$ cat config.mk
export PLATFORM = sky130hd
export DESIGN_NAME = display_queue
export DESIGN_NICKNAME = d
export VERILOG_FILES = /design/src/rtl/display_queue_pkg.sv /design/src/rtl/display_fifo.sv /design/src/rtl/display_queue.sv
export SDC_FILE = /design/constraint.sdc
export NUM_CORES = 1
export LEC_CHECK = 0
export CAP_MARGIN = 20
export CORE_AREA = 2 2 86 88
export DETAILED_ROUTE_END_ITERATION = 8
export DIE_AREA = 0 0 88 90
export GPL_ROUTABILITY_DRIVEN = 1
export GPL_TIMING_DRIVEN = 0
export PLACE_DENSITY = 0.52
export SLEW_MARGIN = 25
export SYNTH_ARGS = -nofsm -noshare
export SYNTH_HDL_FRONTEND = slang
export SYNTH_SLANG_ARGS = --single-unit
$ cat constraint.sdc
create_clock -name clk -period 3.9 [get_ports clk]
set_clock_uncertainty 0.1 [all_clocks]
set_input_delay 0.39 -clock clk [delete_from_list [all_inputs] [get_ports clk]]
set_output_delay 0.39 -clock clk [all_outputs]
set_load 0.03 [all_outputs]
$ cat src/rtl/display_queue_pkg.sv
// rtl/display_queue_pkg.sv - shared state encodings and width constants for the display queue
package display_queue_pkg;

    // Width of one display value; the seven-segment controller uses the same constant.
    localparam int VALUE_W = 8;

    // Issue FSM encodings.
    typedef enum logic {
        ST_IDLE = 1'b0,
        ST_BUSY = 1'b1
    } state_e;

endpackage

$ cat src/rtl/display_fifo.sv
// rtl/display_fifo.sv - circular value store with level/full tracking, flush and optional drop-oldest (DISPLAY_QUEUE_DROP_OLDEST_EN)
module display_fifo
    import display_queue_pkg::*;
#(
    parameter int DEPTH = 4
) (
    input  logic                           clk,
    input  logic                           rst,
    input  logic                           push,
    input  logic [VALUE_W-1:0]             push_value,
    input  logic                           pop,
    input  logic                           flush,
    output logic [VALUE_W-1:0]             head_value,
    output logic [$clog2(DEPTH+1)-1:0]     level,
    output logic                           full
);

    localparam int PTR_W = $clog2(DEPTH);
    localparam int LVL_W = $clog2(DEPTH+1);

    logic [VALUE_W-1:0] mem_q [DEPTH];
    logic [VALUE_W-1:0] mem_d [DEPTH];
    logic [PTR_W-1:0]   head_q, head_d;
    logic [PTR_W-1:0]   tail_q, tail_d;
    logic [LVL_W-1:0]   level_q, level_d;
    logic               full_q, full_d;
    logic               do_pop;
    logic               push_ok;

    // Head entry is read combinationally so the top can capture it on the pop cycle.
    assign head_value = mem_q[head_q];
    assign level      = level_q;
    assign full       = full_q;

    // Next-state for storage, pointers and occupancy; flush wins over push but the
    // popped head has already been read out by the top on the same cycle.
    always_comb begin
        mem_d   = mem_q;
        head_d  = head_q;
        tail_d  = tail_q;
        level_d = level_q;
        do_pop  = pop && (level_q != '0);
        // A pop on the same cycle frees a slot, so a push into a full queue still lands.
        push_ok = push && (!full_q || do_pop);

        if (flush) begin
            head_d  = '0;
            tail_d  = '0;
            level_d = '0;
        end else begin
            if (do_pop) begin
                head_d = head_q + 1'b1;
            end
            if (push_ok) begin
                mem_d[tail_q] = push_value;
                tail_d        = tail_q + 1'b1;
            end
`ifdef DISPLAY_QUEUE_DROP_OLDEST_EN
            // Full with no pop: overwrite the oldest entry and slide the window forward.
            if (push && full_q && !do_pop) begin
                mem_d[tail_q] = push_value;
                tail_d        = tail_q + 1'b1;
                head_d        = head_q + 1'b1;
            end
`endif
            case ({push_ok, do_pop})
                2'b10:   level_d = level_q + 1'b1;
                2'b01:   level_d = level_q - 1'b1;
                default: level_d = level_q;
            endcase
        end
        full_d = (level_d == LVL_W'(DEPTH));
    end

    // Pointer and occupancy registers.
    always_ff @(posedge clk) begin
        if (rst) begin
            head_q  <= '0;
            tail_q  <= '0;
            level_q <= '0;
            full_q  <= 1'b0;
        end else begin
            head_q  <= head_d;
            tail_q  <= tail_d;
            level_q <= level_d;
            full_q  <= full_d;
        end
    end

    // Storage array; contents are don't-care until written, so no reset is needed.
    always_ff @(posedge clk) begin
        mem_q <= mem_d;
    end

endmodule

$ cat src/rtl/display_queue.sv
// rtl/display_queue.sv - queues values for the seven-segment controller and issues one per done (DISPLAY_QUEUE_DROP_OLDEST_EN selects drop-oldest on overflow)
module display_queue
    import display_queue_pkg::*;
#(
    parameter int DEPTH = 4
) (
    input  logic                           clk,
    input  logic                           rst,
    input  logic                           push,
    input  logic [7:0]                     push_value,
    input  logic                           flush,
    output logic                           full,
    output logic [$clog2(DEPTH+1)-1:0]     level,
    output logic                           busy,
    output logic [7:0]                     value,
    output logic                           trigger,
    input  logic                           done
);

    state_e             state_q, state_d;
    logic [VALUE_W-1:0] value_q, value_d;
    logic               trigger_q, trigger_d;
    logic               pop;
    logic [VALUE_W-1:0] head_value;

    display_fifo #(
        .DEPTH (DEPTH)
    ) u_fifo (
        .clk        (clk),
        .rst        (rst),
        .push       (push),
        .push_value (push_value),
        .pop        (pop),
        .flush      (flush),
        .head_value (head_value),
        .level      (level),
        .full       (full)
    );

    assign busy    = (state_q == ST_BUSY);
    assign value   = value_q;
    assign trigger = trigger_q;

    // Issue decision: pop the head when idle, or right on done while busy, so the
    // next trigger follows done by one cycle; done while idle is ignored.
    always_comb begin
        state_d   = state_q;
        value_d   = value_q;
        trigger_d = 1'b0;
        pop       = 1'b0;
        case (state_q)
            ST_IDLE: begin
                if (level != '0) begin
                    pop       = 1'b1;
                    value_d   = head_value;
                    trigger_d = 1'b1;
                    state_d   = ST_BUSY;
                end
            end
            ST_BUSY: begin
                if (done) begin
                    if (level != '0) begin
                        pop       = 1'b1;
                        value_d   = head_value;
                        trigger_d = 1'b1;
                    end else begin
                        state_d = ST_IDLE;
                    end
                end
            end
            default: state_d = ST_IDLE;
        endcase
    end

    // FSM state and registered controller outputs.
    always_ff @(posedge clk) begin
        if (rst) begin
            state_q   <= ST_IDLE;
            value_q   <= '0;
            trigger_q <= 1'b0;
        end else begin
            state_q   <= state_d;
            value_q   <= value_d;
            trigger_q <= trigger_d;
        end
    end

endmodule

==> reports/results.tsv <==
stage	metric	value	unit
logic_synthesis	post-synthesis xor/xnor area fraction	0.865	%
timing	final hold viol count	0	
worst_setup_path	Required @ worst endpoint	4030	ps
grt	GR Layer Usage met1	14.4	%
finish	Syn-to-layout area delta	25.5	%
logic_synthesis	syn avg cell area	14.4	um^2
logic_synthesis	Compound-Gate Fraction of Synth Area	7.35	%
placement	GPL Wtd Cong	0.706	
worst_setup_path	Worst R2R Setup Slack	1200	ps
finish	register area	1320	um^2
logic_synthesis	mapped cell area	2030	um^2
worst_setup_path	critical path peak fanout	10	
power_and_ir_drop	Logic pwr share	21.2	%
die	Die Span Y	90	um
timing	RSZ-0062 raised after global routing	false	
worst_setup_path	crit end category	register	
detailed_routing	wire per inst	13.9	um
finish	share of post-route cells with drive strength above 1	16.6	%
finish	count of filler cells inserted in the layout	680	
logic_synthesis	FF+latch count, synth	50	
detailed_routing	Vias	1201	
outcome	status	completed	
placement	dpl cells	266	
finish	most common cell after layout, fill and taps aside	edfxtp_1	
power_and_ir_drop	total chip power	1.25	mW
die	core area	7020	um^2
timing	Max Fclk	0.363	GHz
job	max-cap violation count	0	
clocking	TritonCTS clock tree	yes	
die	die area	7920	um^2
logic_synthesis	Synth Area in Simple Gates	9.39	%
worst_setup_path	CP top delay family	buffers and inverters	
finish	nets	193	
timing	Setup Viol. Count Final	0	
detailed_routing	Remaining DRCs	0	
timing	Final Max Tran Viols	0	
clocking	H-tree depth	2	
timing	Slew @ Worst Pin	763	ps
worst_hold_path	Worst Hold End	value[7]	
worst_setup_path	r2r worst-path depth	8	
worst_hold_path	Hold Path Class	reg2reg	
logic_synthesis	fraction of registers with async set/reset	0	%
logic_synthesis	Post-Syn Instances	141	
logic_synthesis	mux cell area share after synthesis	10.4	%
logic_synthesis	Seq/Total Area, Yosys	65.2	%
grt	M2 GR Usage	15.6	%
grt	total grt overflow	0	
die	# rows	31	
placement	setup slack at placement	837	ps
timing	min Tclk post-route	2750	ps
power_and_ir_drop	PD cells	493	nW/um^2
detailed_routing	final WL	3810	um
worst_setup_path	Startpoint Class	input port	
grt	first-pass GRT wire length	6340	um
logic_synthesis	Ys Warns	0	
clocking	Clock Latency Late Sink	300	ps
logic_synthesis	largest family of logic cells by synthesized area	multiplexers	
clocking	Clk pin slew, worst setup/hold paths	90	ps
grt	largest net degree at the start of global routing	17	
placement	PortBufs	26	
logic_synthesis	number of synthesized flops with an enable pin	32	
finish	Ant. Diodes	0	
grt	GR peak layer	met2	
finish	final core utilization	36.2	%
logic_synthesis	net count after synthesis	160	
worst_setup_path	slowest CP cell	clkdlybuf4s50_1	
grt	antenna violations before repair	0	
timing	final cycle utilization of the critical path	70.6	%
detailed_routing	DR pass1 iterations	4	
die	IO Pins	27	
worst_setup_path	crit path kind	in2reg	
clocking	Post-CTS Setup Inserts	0	
timing	TNS Setup	0	ps
die	Initial Utilization	28.9	%
detailed_routing	Vias/cell	4.38	
timing	slew margin rel.	48.9	%
worst_setup_path	worst reg2reg path startpoint	u_fifo.level[0]	
worst_setup_path	max incr delay on CP	430	ps
finish	final cell count without fillers	274	
grt	GRT Overall Usage	10.6	%
worst_hold_path	hold path depth	2	
power_and_ir_drop	Clock power frac	29.8	%
clocking	post-cts resize count	0	
logic_synthesis	post-synthesis adder-cell area fraction	4.08	%
clocking	clock sinks	50	
power_and_ir_drop	P_sw	0.352	mW
grt	vias in the first global route	1253	
clocking	hold_buf cts	0	
worst_setup_path	CP Buf/Inv Count	2	
logic_synthesis	Yosys cell types	35	
power_and_ir_drop	VDD IR max	0.176	mV
finish	area taken by multi-input logic gates	669	um^2
clocking	CTS max path bufs	2	
worst_setup_path	worst-path cell chain	clkdlybuf4s50_1, nor2b_1, clkbuf_1, nor2_1, ha_1, fa_1, xnor2_1, or4_4, a21oi_1	
placement	DP Wirelength	2670	um
finish	most frequent cells in the layout	edfxtp_1 (32), clkdlybuf4s50_1 (26), dfxtp_1 (18)	
timing	slack of the critical path	1150	ps
grt	routing usage on met3	3.67	%
die	die width	88	um
detailed_routing	remaining antenna violation count	0	
power_and_ir_drop	Int Power	0.901	mW
power_and_ir_drop	switching part of the total power	28.1	%
detailed_routing	drt initial violations	21	
worst_setup_path	Worst Path Arrival	2890	ps
clocking	number of buffers created by CTS	5	
worst_hold_path	Hold Crit Start	value[7]	
worst_setup_path	reg2reg end	u_fifo.full	
clocking	CTS root buf	clkbuf_8	
power_and_ir_drop	Leak	0.832	nW
logic_synthesis	Synth Flop Type	edfxtp_1	
power_and_ir_drop	Flop pwr share	49.0	%
## cells in the mapped netlist, types with 2 or more instances
| master | count | area share (%) |
|---|---|---|
| nand2b_1 | 2 | 0.62 |
| ha_1 | 5 | 3.1 |
| inv_1 | 3 | 0.56 |
| clkbuf_1 | 4 | 0.74 |
| edfxtp_1 | 32 | 47 |
| nor2_1 | 6 | 1.1 |
| nor3b_1 | 4 | 1.5 |
| mux4_2 | 8 | 8.9 |
| nand3_1 | 9 | 2.2 |
| a21oi_1 | 12 | 3.0 |
| nor2b_1 | 2 | 0.62 |
| dfxtp_1 | 18 | 18 |
| mux2i_1 | 3 | 1.5 |
| nand2_1 | 5 | 0.93 |
| o21ai_0 | 8 | 2.0 |
## registers in the layout (all words and copies together), names as in the netlist
name / cells
u_fifo.tail_q: 2
u_fifo.level: 3
trigger: 1
value: 8
u_fifo.full: 1
busy: 1
u_fifo.mem_q: 32
u_fifo.head_q: 2
## worst max path at each step
stage	start	to	slack, ps	cells past startpoint
after floorplan	busy	u_fifo.full	1390	8
after global placement	done	u_fifo.full	820	9
after detailed placement	done	u_fifo.full	840	9
after CTS	done	u_fifo.full	1150	9
after global routing	u_fifo.level[0]	u_fifo.full	950	8
final	done	u_fifo.full	1150	9
## tightest hold or removal path: stages, from the launching register on
cell     delay (ps)
dfxtp_1         320
o21ai_0          60
a21oi_1          60
## layer usage
layer,share of wire [%],vias up
met1,49,584
met5,0,-
met3,4.2,2
li1,-,591
met2,46,24
met4,0.45,0
## power groups by stage
stage               clock (mW)  sequential, mW  combinational (mW)
floorplan                    0           0.668               0.131
global placement             0           0.628               0.264
detailed placement           0           0.627               0.267
CTS                      0.385           0.615               0.268
global route             0.408           0.619               0.292
finish                   0.373           0.614               0.265
## cells by family (layout without fill, tap and decap cells)
kind of cell	after synthesis	in the layout
AO/OA/AOI/OAI	26	26
XOR/XNOR	2	2
adder cells (fa/ha/maj)	6	6
AND/OR/NAND/NOR	34	34
buffers and inverters	12	46
flip-flops	50	50
multiplexers	11	11
## per-stage QoR
step,hold slack [ps],instance area [um^2]
2_1_floorplan,368,2030
3_3_place_gp,366,2410
3_5_place_dp,371,2430
4_1_cts,385,2540
5_1_grt,393,2540
6_report,380,2540
## cell type report
type,count,share of cell area (%)
Buffer,8,1.57
Timing Repair Buffer,26,10.2
Multi-Input combinational cell,79,26.3
Clock inverter,3,1.72
Clock buffer,5,2.71
Sequential cell,50,52.0
Inverter,4,0.591
Tap cell,99,4.87
No activity file was read; power rests on OpenSTA's default activity.
